===== config.mk =====
export PLATFORM = sky130hd
export DESIGN_NAME = ahb_master_cmd_arbiter
export DESIGN_NICKNAME = d
export VERILOG_FILES = /design/src/rtl/ahb_master_cmd_arbiter.sv
export SDC_FILE = /design/constraint.sdc
export NUM_CORES = 1
export LEC_CHECK = 0
export ABC_AREA = 1
export CORE_ASPECT_RATIO = 1.2
export CORE_MARGIN = 2
export CORE_UTILIZATION = 46
export CTS_CLUSTER_SIZE = 16
export DETAILED_ROUTE_END_ITERATION = 10
export PLACE_DENSITY = 0.85
export SYNTH_ARGS = -nofsm -noshare
export SYNTH_HDL_FRONTEND = slang
export SYNTH_SLANG_ARGS = --single-unit

===== constraint.sdc =====
create_clock -name HCLK -period 3.4 [get_ports HCLK]
set_input_delay 0.51 -clock HCLK [delete_from_list [all_inputs] [get_ports HCLK]]
set_output_delay 0.51 -clock HCLK [all_outputs]
set_load 0.05 [all_outputs]

===== src/rtl/ahb_master_cmd_arbiter.sv =====
// Two-requester command arbiter in front of the AHB master transfer engine.
// Grants one command at a time, launches it, watches for done/error/timeout and returns a completion.
module ahb_master_cmd_arbiter #(
    parameter int ADDR_W     = 8,
    parameter int TIMEOUT    = 64,
    parameter int FIXED_PRIO = 0
) (
    input  logic              HCLK,
    input  logic              HRESETn,
    input  logic              req0_valid,
    output logic              req0_ready,
    input  logic [ADDR_W-1:0] req0_addr,
    input  logic              req0_write,
    input  logic [2:0]        req0_size,
    input  logic [2:0]        req0_burst,
    input  logic [3:0]        req0_len,
    input  logic              req1_valid,
    output logic              req1_ready,
    input  logic [ADDR_W-1:0] req1_addr,
    input  logic              req1_write,
    input  logic [2:0]        req1_size,
    input  logic [2:0]        req1_burst,
    input  logic [3:0]        req1_len,
    output logic              m_start,
    output logic [ADDR_W-1:0] m_addr,
    output logic              m_write,
    output logic [2:0]        m_size,
    output logic [2:0]        m_burst,
    output logic [3:0]        m_burst_len,
    input  logic              m_busy,
    input  logic              m_done,
    input  logic              m_err,
    output logic              cpl_valid,
    output logic              cpl_id,
    output logic              cpl_err,
    output logic              cpl_timeout
);

    typedef enum logic [1:0] {IDLE, LAUNCH, WAIT, CPL} state_t;

    localparam int CNT_W = $clog2(TIMEOUT) + 1;
    localparam logic [CNT_W-1:0] CNT_MAX = CNT_W'((TIMEOUT > 0) ? TIMEOUT - 1 : 0);

    state_t           state;
    logic             last_grant;
    logic [CNT_W-1:0] wd_cnt;
    logic             sticky_err;
    logic             timeout_flag;
    logic             badlen;
    logic             grant_id;
    logic             accept;
    logic             wd_hit;

    // Round-robin favours whoever was not served last; fixed priority always favours req0.
    always_comb begin
        grant_id = 1'b0;
        if (req0_valid && req1_valid)
            grant_id = (FIXED_PRIO != 0) ? 1'b0 : ~last_grant;
        else if (req1_valid)
            grant_id = 1'b1;
    end

    assign accept      = (state == IDLE) && (req0_valid || req1_valid);
    assign req0_ready  = (state == IDLE) && req0_valid && !grant_id;
    assign req1_ready  = (state == IDLE) && req1_valid && grant_id;
    assign m_start     = (state == LAUNCH) && !m_busy;
    assign cpl_valid   = (state == CPL);
    assign cpl_err     = cpl_valid && (sticky_err || timeout_flag || badlen);
    assign cpl_timeout = cpl_valid && timeout_flag;
    assign wd_hit      = (TIMEOUT != 0) && (wd_cnt >= CNT_MAX);

    always_ff @(posedge HCLK or negedge HRESETn) begin
        if (!HRESETn) begin
            state        <= IDLE;
            last_grant   <= 1'b1;
            wd_cnt       <= '0;
            sticky_err   <= 1'b0;
            timeout_flag <= 1'b0;
            badlen       <= 1'b0;
            cpl_id       <= 1'b0;
            m_addr       <= '0;
            m_write      <= 1'b0;
            m_size       <= '0;
            m_burst      <= '0;
            m_burst_len  <= '0;
        end else begin
            case (state)
                IDLE: begin
                    if (accept) begin
                        cpl_id      <= grant_id;
                        m_addr      <= grant_id ? req1_addr  : req0_addr;
                        m_write     <= grant_id ? req1_write : req0_write;
                        m_size      <= grant_id ? req1_size  : req0_size;
                        m_burst     <= grant_id ? req1_burst : req0_burst;
                        m_burst_len <= grant_id ? req1_len   : req0_len;
                        if ((grant_id ? req1_len : req0_len) == 4'd0) begin
                            badlen <= 1'b1;
                            state  <= CPL;
                        end else begin
                            state  <= LAUNCH;
                        end
                    end
                end
                LAUNCH: begin
                    // The start cycle itself counts as watchdog cycle 0.
                    if (!m_busy) begin
                        wd_cnt <= CNT_W'(1);
                        state  <= WAIT;
                    end
                end
                WAIT: begin
                    if (m_err)
                        sticky_err <= 1'b1;
                    if (m_done) begin
                        state <= CPL;
                    end else if (wd_hit) begin
                        timeout_flag <= 1'b1;
                        state        <= CPL;
                    end else if (wd_cnt < CNT_MAX) begin
                        wd_cnt <= wd_cnt + 1'b1;
                    end
                end
                CPL: begin
                    last_grant   <= cpl_id;
                    sticky_err   <= 1'b0;
                    timeout_flag <= 1'b0;
                    badlen       <= 1'b0;
                    wd_cnt       <= '0;
                    state        <= IDLE;
                end
                default: state <= IDLE;
            endcase
        end
    end

endmodule


# Word level (Yosys, flattened, before mapping)
# Cells that the tools add are included.
word_totals:
  register_bits: 33
  input_bits: 45
  out_inout_bits: 26
  elab_cells: 79
op_classes:
  add_sub_neg: 1
  magnitude_cmp: 2
  eq_ne: 12
  n_mux: 26
  bitwise: 1
  reduce_logical: 25
ops:
  columns: ["operator", "n"]
  rows:
  - ["$mux 7", 4]
  - ["$pmux 7 s3", 1]
  - ["$ne 2x2->1 const B", 7]
  - ["$mux 2", 5]
  - ["$logic_and 1x1->1", 9]
  - ["$reduce_and 3->1", 3]
  - ["$mux 1", 8]
  - ["$mux 8", 1]
  - ["$pmux 2 s4", 1]
  - ["$add 7x1->7 const B", 1]
  - ["$ge 7x6->1 const B", 1]
  - ["$lt 7x6->1 const B", 1]
  - ["$mux 3", 2]
  - ["$pmux 1 s2", 3]
  - ["$reduce_and 5->1", 1]
  - ["$eq 2x2->1 const B", 2]
  - ["$logic_not 4->1", 1]
  - ["$mux 4", 1]
  - ["$reduce_and 2->1", 2]
  - ["$reduce_bool 2->1", 2]
  - ["$logic_or 1x1->1", 3]
  - ["$ne 3x3->1 const B", 1]
  - ["$reduce_bool 3->1", 1]
  - ["$eq 2x1->1 const B", 1]
  - ["other kinds (4)", 5]

# Longest topological paths before layout
# Gate-level depths: netlist of the first run.
logic_depth:
  ltp_word: 7
  mapped_depth: 11
  mapped_depth_nobuf: 10

# Worst setup path after synthesis of the first run
# No wires, ideal clock.
synth_timing:
  kind: "register to output"
  startpoint: "reg state[1]"
  endpoint: "out cpl_err"
  arrival_ns: 1.785
  t_required_ns: 2.890
  path_slack_ns: 1.105
  path_stages_with_launch: 4
  cell_sequence: "dfrtp_1 ha_1 inv_1 nor2_1"
synth_between:
  elab_chain_len: 2
synth_lines:
  columns: ["item", "line_no", "rtl"]
  rows:
  - ["start: declaration", "44", "state_t state;"]
  - ["start signal: assignment", "74", "state <= IDLE;"]
  - ["start signal: assignment", "98", "state <= CPL;"]
  - ["start signal: assignment", "100", "state <= LAUNCH;"]
  - ["$eq 2x2->1", "67", "assign cpl_valid = (state == CPL);"]
  - ["via cpl_valid", "33", "output logic cpl_valid,"]
  - ["$logic_and 1x1->1", "68", "assign cpl_err = cpl_valid && (sticky_err || timeout_flag || badlen);"]
  - ["end: declaration", "35", "output logic cpl_err,"]
# The timed path passes the listed nets, and every way through them passes these cells.

# Worst setup path in the final report of the first run
layout_timing:
  startpoint: "reg state[0]"
  endpoint: "out req1_ready"
layout_between:
  elab_chain_len: 3
layout_lines:
  columns: ["item", "line_no", "rtl"]
  rows:
  - ["$logic_not 2->1", "65", "assign req1_ready = (state == IDLE) && req1_valid && grant_id;"]
  - ["$logic_and 1x1->1 (2 in a row)", "65", null]
  - ["end: declaration", "18", "output logic req1_ready,"]
# Every way passes these cells.

==> results of run 1 <==
[registers in the layout, summed over array words and instances (netlist names), 2 cells and up]
signal,count
m_burst_len,4
state,2
m_size,3
m_addr,8
m_burst,3
wd_cnt,7
[Yosys cell counts (all sizes together) (2+ instances only)]
cell type | n | share of area
nand4 | 3 | 0.011
nand2 | 65 | 0.14
xor2 | 2 | 0.010
o21ai | 35 | 0.10
nand3 | 16 | 0.049
a21oi | 2 | 0.0079
ha | 6 | 0.043
buf | 6 | 0.021
a31oi | 4 | 0.014
nor2 | 32 | 0.070
dfrtp | 32 | 0.46
inv | 16 | 0.034
nor3b | 2 | 0.0086
[area by class of cell]
cell class	instances	share of cell area
Sequential cell	33	0.320
Multi-Input combinational cell	170	0.317
Timing Repair Buffer	73	0.279
Clock buffer	8	0.0349
Tap cell	52	0.0252
Inverter	16	0.0233
[final timing paths]
kind	from	end	slack [ns]	cells past startpoint
setup / recovery	state[0]$_DFFE_PN0P_	req1_ready	0.72	5
hold / removal	last_grant$_DFFE_PN1N_	last_grant$_DFFE_PN1N_	0.48	2
setup reg to reg	state[0]$_DFFE_PN0P_	m_addr[1]$_DFFE_PN0P_	1.33	7
hold reg to reg	last_grant$_DFFE_PN1N_	last_grant$_DFFE_PN1N_	0.48	2
max in group asynchronous	HRESETn	last_grant$_DFFE_PN1N_	2.44	2
min in group asynchronous	HRESETn	m_addr[1]$_DFFE_PN0P_	0.63	2
[report_power, final]
group          leakage (nW)  internal [mW]  switching [mW]
logic                 0.752          0.481           0.962
registers             0.405          0.567           0.102
clock network        0.0455          0.165           0.140
total                  1.20           1.21            1.20
[tightest hold or removal path: stages (launching register included)]
cell and delay [ns]:
dfstp_2 0.38, nand2_1 0.06, nand2_1 0.05
[layer usage]
metal  vias up  part of all wire
met1       813              0.43
met4         0             0.028
li1        878                 -
met3        11             0.044
met2        60              0.50
met5         -                 0
[stage by stage]
step | hold WS [ns] | setup WS, ns | instances | area [um2] | util
3_3_place_gp | 0.463 | 0.803 | 344 | 2490 | 0.686
3_5_place_dp | 0.469 | 0.787 | 344 | 2490 | 0.686
4_1_cts | 0.480 | 0.714 | 352 | 2580 | 0.711
2_1_floorplan | 0.214 | 1.11 | 226 | 1750 | -
5_1_grt | 0.489 | 0.629 | 352 | 2580 | 0.711
6_report | 0.481 | 0.721 | 352 | 2580 | 0.711
[cells by family (layout without fill, tap and decap cells)]
group | after synthesis | in the layout | share of synthesized area
buf+inv | 23 | 97 | 0.0573
compound gates | 43 | 43 | 0.131
flops | 33 | 33 | 0.473
fa+ha+maj | 6 | 6 | 0.0430
xor+xnor | 2 | 2 | 0.0100
simple gates | 119 | 119 | 0.285
==> qor.txt, run 1 <==
ROUTING
--------------------------------------------------------------------------------------
Violation count after the first detailed-routing iteration                          43
DRT Pass-1 Iters                                                                     4
# DRC                                                                                0
Per-cell routed wire length                                                    12.7 um
Post-route antenna net violation count                                               0
DR vias/cell                                                                      5.01
Number of vias in the routed layout                                               1762
Post-detailed-routing wire length                                              4.48 mm

STA
--------------------------------------------------------------------------------------
Fmax                                                                           373 MHz
Endpoints failing setup                                                              0
Max-slew headroom at the worst pin                                               0.587
Final clock skew                                                            0.00425 ns
RSZ-0062 raised after global routing                                                no
Slew at the pin with the worst max-slew slack                                 0.619 ns
Final-layout setup total negative slack                                           0 ns
Final hold vios                                                                      0
Final worst-path cycle share                                                     0.788
Max-slew violation total from the final report                                       0
Minimum clock period after layout                                              2.68 ns

PLACE
--------------------------------------------------------------------------------------
Weighted congestion at the end of routability-driven global placement            0.798
HPWL after DPL                                                                 3.29 mm
Port Buffers                                                                        70

GLOBAL ROUTE
--------------------------------------------------------------------------------------
Antenna violations before repair                                                     0
M2 GR Usage                                                                      0.394
Remaining global-route overflow                                                      0
Largest net degree at the start of global routing                                   34
M1 GR Usage                                                                      0.289
Total global routing track utilization                                           0.234
Via count of the first global-routing pass                                        1785
Wire length of the first global-routing pass                                   7.69 mm
Most heavily used metal layer in global routing                                   met2
Global-route met3 utilization                                                   0.0307

CELLS AND AREA
--------------------------------------------------------------------------------------
Sequential standard cell area                                                  827 um2
Total of fill cells in the finished design                                         290
Final net count                                                                    350
Number of diodes                                                                     0
Most common library cell in the layout ignoring fill and taps             clkdlybuf4s50_1
Area delta synth->final                                                          47.9%
Commonest cells after routing, fill and taps aside                        clkdlybuf4s50_1, nand2_1, dfrtp_1, nor2_1, o21ai_1
Area used by multi-input combinational logic                                   820 um2
Fraction of final layout cells with drive strength greater than 1               0.0633

CLOCKING
--------------------------------------------------------------------------------------
H-Tree Depth                                                                         2
CTS Hold Bufs                                                                        0
Buffers inserted during post-CTS setup optimization                                  0
Clk buf depth                                                                        2
Clock tree sinks                                                                    33
Number of CTS-inserted buffers                                                       5
Clock network latency to the later pin of the worst-skew pair                  0.28 ns
Clock Tree Root                                                               clkbuf_8
Clock slew at the register clock pins of the worst setup and hold paths        0.07 ns
TritonCTS clock tree                                                              done
Number of resized instances in the post-cts repair step                              0

LOGIC SYNTHESIS
--------------------------------------------------------------------------------------
Ys Warns                                                                             0
Number of library cell types mapped by synthesis                                    25
Number of storage elements in the synthesis netlist                                 33
Async S/R FF share, synth                                                         1.00
Count of flip-flops with a built-in enable after synthesis                           0
Number of instances in the synthesized netlist                                     226
Share of the yosys chip area belonging to registers                              0.473
Dominant register cell in the synthesized netlist                              dfrtp_1
Mean cell area of the mapped netlist                                          7.73 um2
Mapped cell area                                                              1750 um2
Syn nets                                                                           277

WORST HOLD PATH
--------------------------------------------------------------------------------------
HP Class                                                                  flip-flop to flip-flop

CRITICAL PATH
--------------------------------------------------------------------------------------
Dominant cell type by count on the critical path                                 inv_1
Critical path class                                                       flip-flop to primary output
Arrival time at the worst endpoint                                             2.17 ns
Cell with the biggest individual delay on the critical path               clkdlybuf4s50_1
Endpoint class of the critical path                                       primary output
Peak fanout along the critical path                                                  6
Worst setup SP type                                                          flip-flop
Crit path required time                                                        2.89 ns
Largest delay share family, worst path                                    buffers and inverters
Critical Path Max Stage Delay                                                  0.84 ns
Buffers plus inverters on the worst setup path                                       3
CP cell instances                                                         inv_1, ha_1, inv_1, nor2_1, clkdlybuf4s50_1

POWER AND IR DROP
--------------------------------------------------------------------------------------
Power per Cell Area                                                         936 nW/um2
VDD IR max                                                                  0.000540 V
Total power                                                                    2.42 mW
Leakage power summed over all cells                                            1.20 nW

DIE
--------------------------------------------------------------------------------------
Area of the die                                                               4310 um2
Initial core utilization                                                         0.481
Number of top-level pins                                                            71
FP Rows                                                                             24
Chip Height                                                                    71.5 um
Die extent in x                                                                60.3 um
Core Footprint                                                                3630 um2

RUN
--------------------------------------------------------------------------------------
Max_cap viols                                                                        0

RUN STATUS
--------------------------------------------------------------------------------------
Result of the run                                                         complete, no violations

Note: power is estimated with default switching activity, not from simulation.
==> inputs of run 2 (changes only) <==
--- a/config.mk
+++ b/config.mk
@@ -8,10 +8,10 @@
 export ABC_AREA = 1
 export CORE_ASPECT_RATIO = 1.2
 export CORE_MARGIN = 2
-export CORE_UTILIZATION = 46
+export CORE_UTILIZATION = 43
 export CTS_CLUSTER_SIZE = 16
 export DETAILED_ROUTE_END_ITERATION = 10
-export PLACE_DENSITY = 0.85
+export PLACE_DENSITY = 0.8
 export SYNTH_ARGS = -nofsm -noshare
 export SYNTH_HDL_FRONTEND = slang
 export SYNTH_SLANG_ARGS = --single-unit
==> constraint.sdc (replaced) <==
create_clock -name HCLK -period 2.6 [get_ports HCLK]
set_input_delay 0.39 -clock HCLK [delete_from_list [all_inputs] [get_ports HCLK]]
set_output_delay 0.39 -clock HCLK [all_outputs]
set_load 0.05 [all_outputs]
==> run 2 against run 1 <==
Effect of this change:
- global-route usage decreased by 1.5 points
- largest power group unchanged
- critical endpoint is now cpl_err
- first-iteration DRC count increased by 110%
- largest cell class unchanged
- sequential power increased by 30%
==> qor.txt, run 2 (synthesis results as in run 1) <==
RUN STATUS
--------------------------------------------------------------------------------------
Result of the run                                                         complete, no violations

POWER AND IR DROP
--------------------------------------------------------------------------------------
Power per Cell Area                                                        1210 nW/um2   +30%
Leakage power summed over all cells                                            1.20 nW   +0.17%
Total power                                                                    3.15 mW   +30%
VDD IR max                                                                  0.000760 V   +41%

CRITICAL PATH
--------------------------------------------------------------------------------------
Launching point of the worst reg2reg path                                 state[0]$_DFFE_PN0P_
Endpoint class of the critical path                                       primary output
Worst reg2reg endpoint                                                    m_addr[0]$_DFFE_PN0P_
Arrival time at the worst endpoint                                             2.01 ns   -0.16 ns
Worst setup SP type                                                          flip-flop
Peak fanout along the critical path                                                  7   +1
Crit path required time                                                        2.21 ns   -0.68 ns
R2r setup slk                                                                  0.83 ns   -0.50 ns
R2R depth                                                                            8   +1
Critical path class                                                       flip-flop to primary output

STA
--------------------------------------------------------------------------------------
Final worst-path cycle share                                                     0.923
RSZ-0062 raised after global routing                                                no
Final-layout setup total negative slack                                           0 ns   unchanged
Max-slew headroom at the worst pin                                               0.650   +0.0630
Final hold vios                                                                      0   unchanged
Fmax                                                                           417 MHz
Slew at the pin with the worst max-slew slack                                 0.523 ns   -0.0958 ns
Final clock skew                                                            0.00373 ns   -0.000519 ns
Hold_ws                                                                       0.477 ns   -0.00338 ns
Endpoints failing setup                                                              0   unchanged
Minimum clock period after layout                                              2.40 ns
Max-slew violation total from the final report                                       0   unchanged

DIE
--------------------------------------------------------------------------------------
Area of the die                                                               4590 um2   +6.5%
FP Rows                                                                             25   +4.2%
Core Footprint                                                                3910 um2   +7.6%
Die extent in x                                                                62.2 um   +3.2%
Number of top-level pins                                                            71   unchanged
Chip Height                                                                    73.8 um   +3.2%
Initial core utilization                                                         0.447   -0.0340

PLACE
--------------------------------------------------------------------------------------
Port Buffers                                                                        70   unchanged
Instance area after placement                                                 2520 um2   +1.0%
HPWL after DPL                                                                 3.32 mm   +0.93%
Weighted congestion at the end of routability-driven global placement            0.862   +8.1%

CELLS AND AREA
--------------------------------------------------------------------------------------
Fraction of final layout cells with drive strength greater than 1               0.0633   unchanged
Total of fill cells in the finished design                                         360   +24%
Commonest cells after routing, fill and taps aside                        clkdlybuf4s50_1, nand2_1, dfrtp_1, nor2_1, o21ai_1
Final net count                                                                    350   unchanged
Post-route core utilization                                                      0.664   -0.0464
Max reg flops                                                                        8   unchanged
Fin area                                                                      2600 um2   +0.58%
Largest register by flop count                                                  m_addr
Largest registers ranked by flip-flop count                               m_addr (8), wd_cnt (7), m_burst_len (4)
Number of diodes                                                                     0   unchanged
Most common library cell in the layout ignoring fill and taps             clkdlybuf4s50_1
Area delta synth->final                                                          48.7%

ROUTING
--------------------------------------------------------------------------------------
# DRC                                                                                0   unchanged
DR vias/cell                                                                      4.96   -0.96%
Number of vias in the routed layout                                               1755   -0.40%
DRT Pass-1 Iters                                                                     4   unchanged
Post-route antenna net violation count                                               0   unchanged
Per-cell routed wire length                                                    12.7 um   about the same
Violation count after the first detailed-routing iteration                          92   +110%
Post-detailed-routing wire length                                              4.51 mm   +0.65%

WORST HOLD PATH
--------------------------------------------------------------------------------------
Worst hold stages                                                                    2   unchanged
Worst Min Path Start                                                      badlen$_DFFE_PN0P_
Worst Hold Path EP                                                        badlen$_DFFE_PN0P_
HP Class                                                                  flip-flop to flip-flop

GLOBAL ROUTE
--------------------------------------------------------------------------------------
Remaining global-route overflow                                                      0   unchanged
Most heavily used metal layer in global routing                                   met2
Wire length of the first global-routing pass                                   7.80 mm   +1.5%
Via count of the first global-routing pass                                        1694   -5.1%
Antenna violations before repair                                                     0   unchanged
M2 GR Usage                                                                      0.383   -0.0109
Global-route met3 utilization                                                   0.0551   +0.0244
Total global routing track utilization                                           0.219   -0.0150
Largest net degree at the start of global routing                                   34   unchanged
M1 GR Usage                                                                      0.257   -0.0319

CLOCKING
--------------------------------------------------------------------------------------
TritonCTS clock tree                                                              done
Clock slew at the register clock pins of the worst setup and hold paths        0.07 ns   about the same
Clk buf depth                                                                        2   unchanged
Number of resized instances in the post-cts repair step                              0   unchanged
Number of CTS-inserted buffers                                                       5   unchanged
Clock Tree Root                                                               clkbuf_8
CTS Hold Bufs                                                                        0   unchanged
Buffers inserted during post-CTS setup optimization                                  0   unchanged
Clock network latency to the later pin of the worst-skew pair                  0.29 ns   about the same
Clock tree sinks                                                                    33   unchanged
H-Tree Depth                                                                         2   unchanged

RUN
--------------------------------------------------------------------------------------
Max_cap viols                                                                        0   unchanged

-- run 2: cell count changes in the layout (fill, tap and decap cells not counted), sizes merged --
cell           delta
buf               +1
clkdlybuf4s50     -1
-- run 2: through the flow --
stage / std cells / worst slack, ns
2_1_floorplan: 226 / 0.425
4_1_cts: 354 / 0.180
5_1_grt: 354 / 0.0389
6_report: 354 / 0.199
3_3_place_gp: 346 / 0.499
3_5_place_dp: 346 / 0.497
-- run 2: worst max path at each step --
stage | from | to | cells past startpoint | slack (ns)
after global placement | m_busy | m_start | 3 | 0.50
final | state[1]$_DFFE_PN0P_ | cpl_err | 4 | 0.20
after global routing | state[1]$_DFFE_PN0P_ | cpl_err | 4 | 0.04
after floorplan | state[1]$_DFFE_PN0P_ | cpl_err | 3 | 0.43
after CTS | state[1]$_DFFE_PN0P_ | cpl_err | 4 | 0.18
after detailed placement | state[1]$_DFFE_PN0P_ | cpl_err | 4 | 0.50
-- run 2: power by group --
part	switching [mW]	internal [mW]	total, mW	leakage [nW]
Combinational	1.26	0.645	1.91	0.760
Clock	0.186	0.190	0.376	0.0395
Sequential	0.129	0.741	0.871	0.405
-- run 2: layer usage --
metal	wire, um	vias to the layer above
met5	0	-
met3	240	8
met4	89	0
met2	2240	46
li1	-	884
met1	1940	817
-- run 2: area by class of cell --
cell class / instances / area (um2) / area share
sequential: 33 / 827 / 0.318
multi-input combinational: 170 / 820 / 0.316
timing repair buffer: 73 / 743 / 0.286
clock buffer: 8 / 80.1 / 0.0308
tap: 54 / 67.6 / 0.0260
inverter: 16 / 60.1 / 0.0231
-- run 2: critical path, stage by stage, from the launching register on --
cell and delay, ns:
dfrtp_1 0.39, ha_1 0.30, inv_1 0.12, nor2_1 0.11, clkdlybuf4s50_1 0.80
==> inputs of run 3 (changes only) <==
--- a/config.mk
+++ b/config.mk
@@ -12,6 +12,7 @@
 export CTS_CLUSTER_SIZE = 16
 export DETAILED_ROUTE_END_ITERATION = 10
 export PLACE_DENSITY = 0.8
+export SLEW_MARGIN = 30
 export SYNTH_ARGS = -nofsm -noshare
 export SYNTH_HDL_FRONTEND = slang
 export SYNTH_SLANG_ARGS = --single-unit
==> results of run 3 <==
The final DEF is identical to that of run 2; final timing and power are the same.
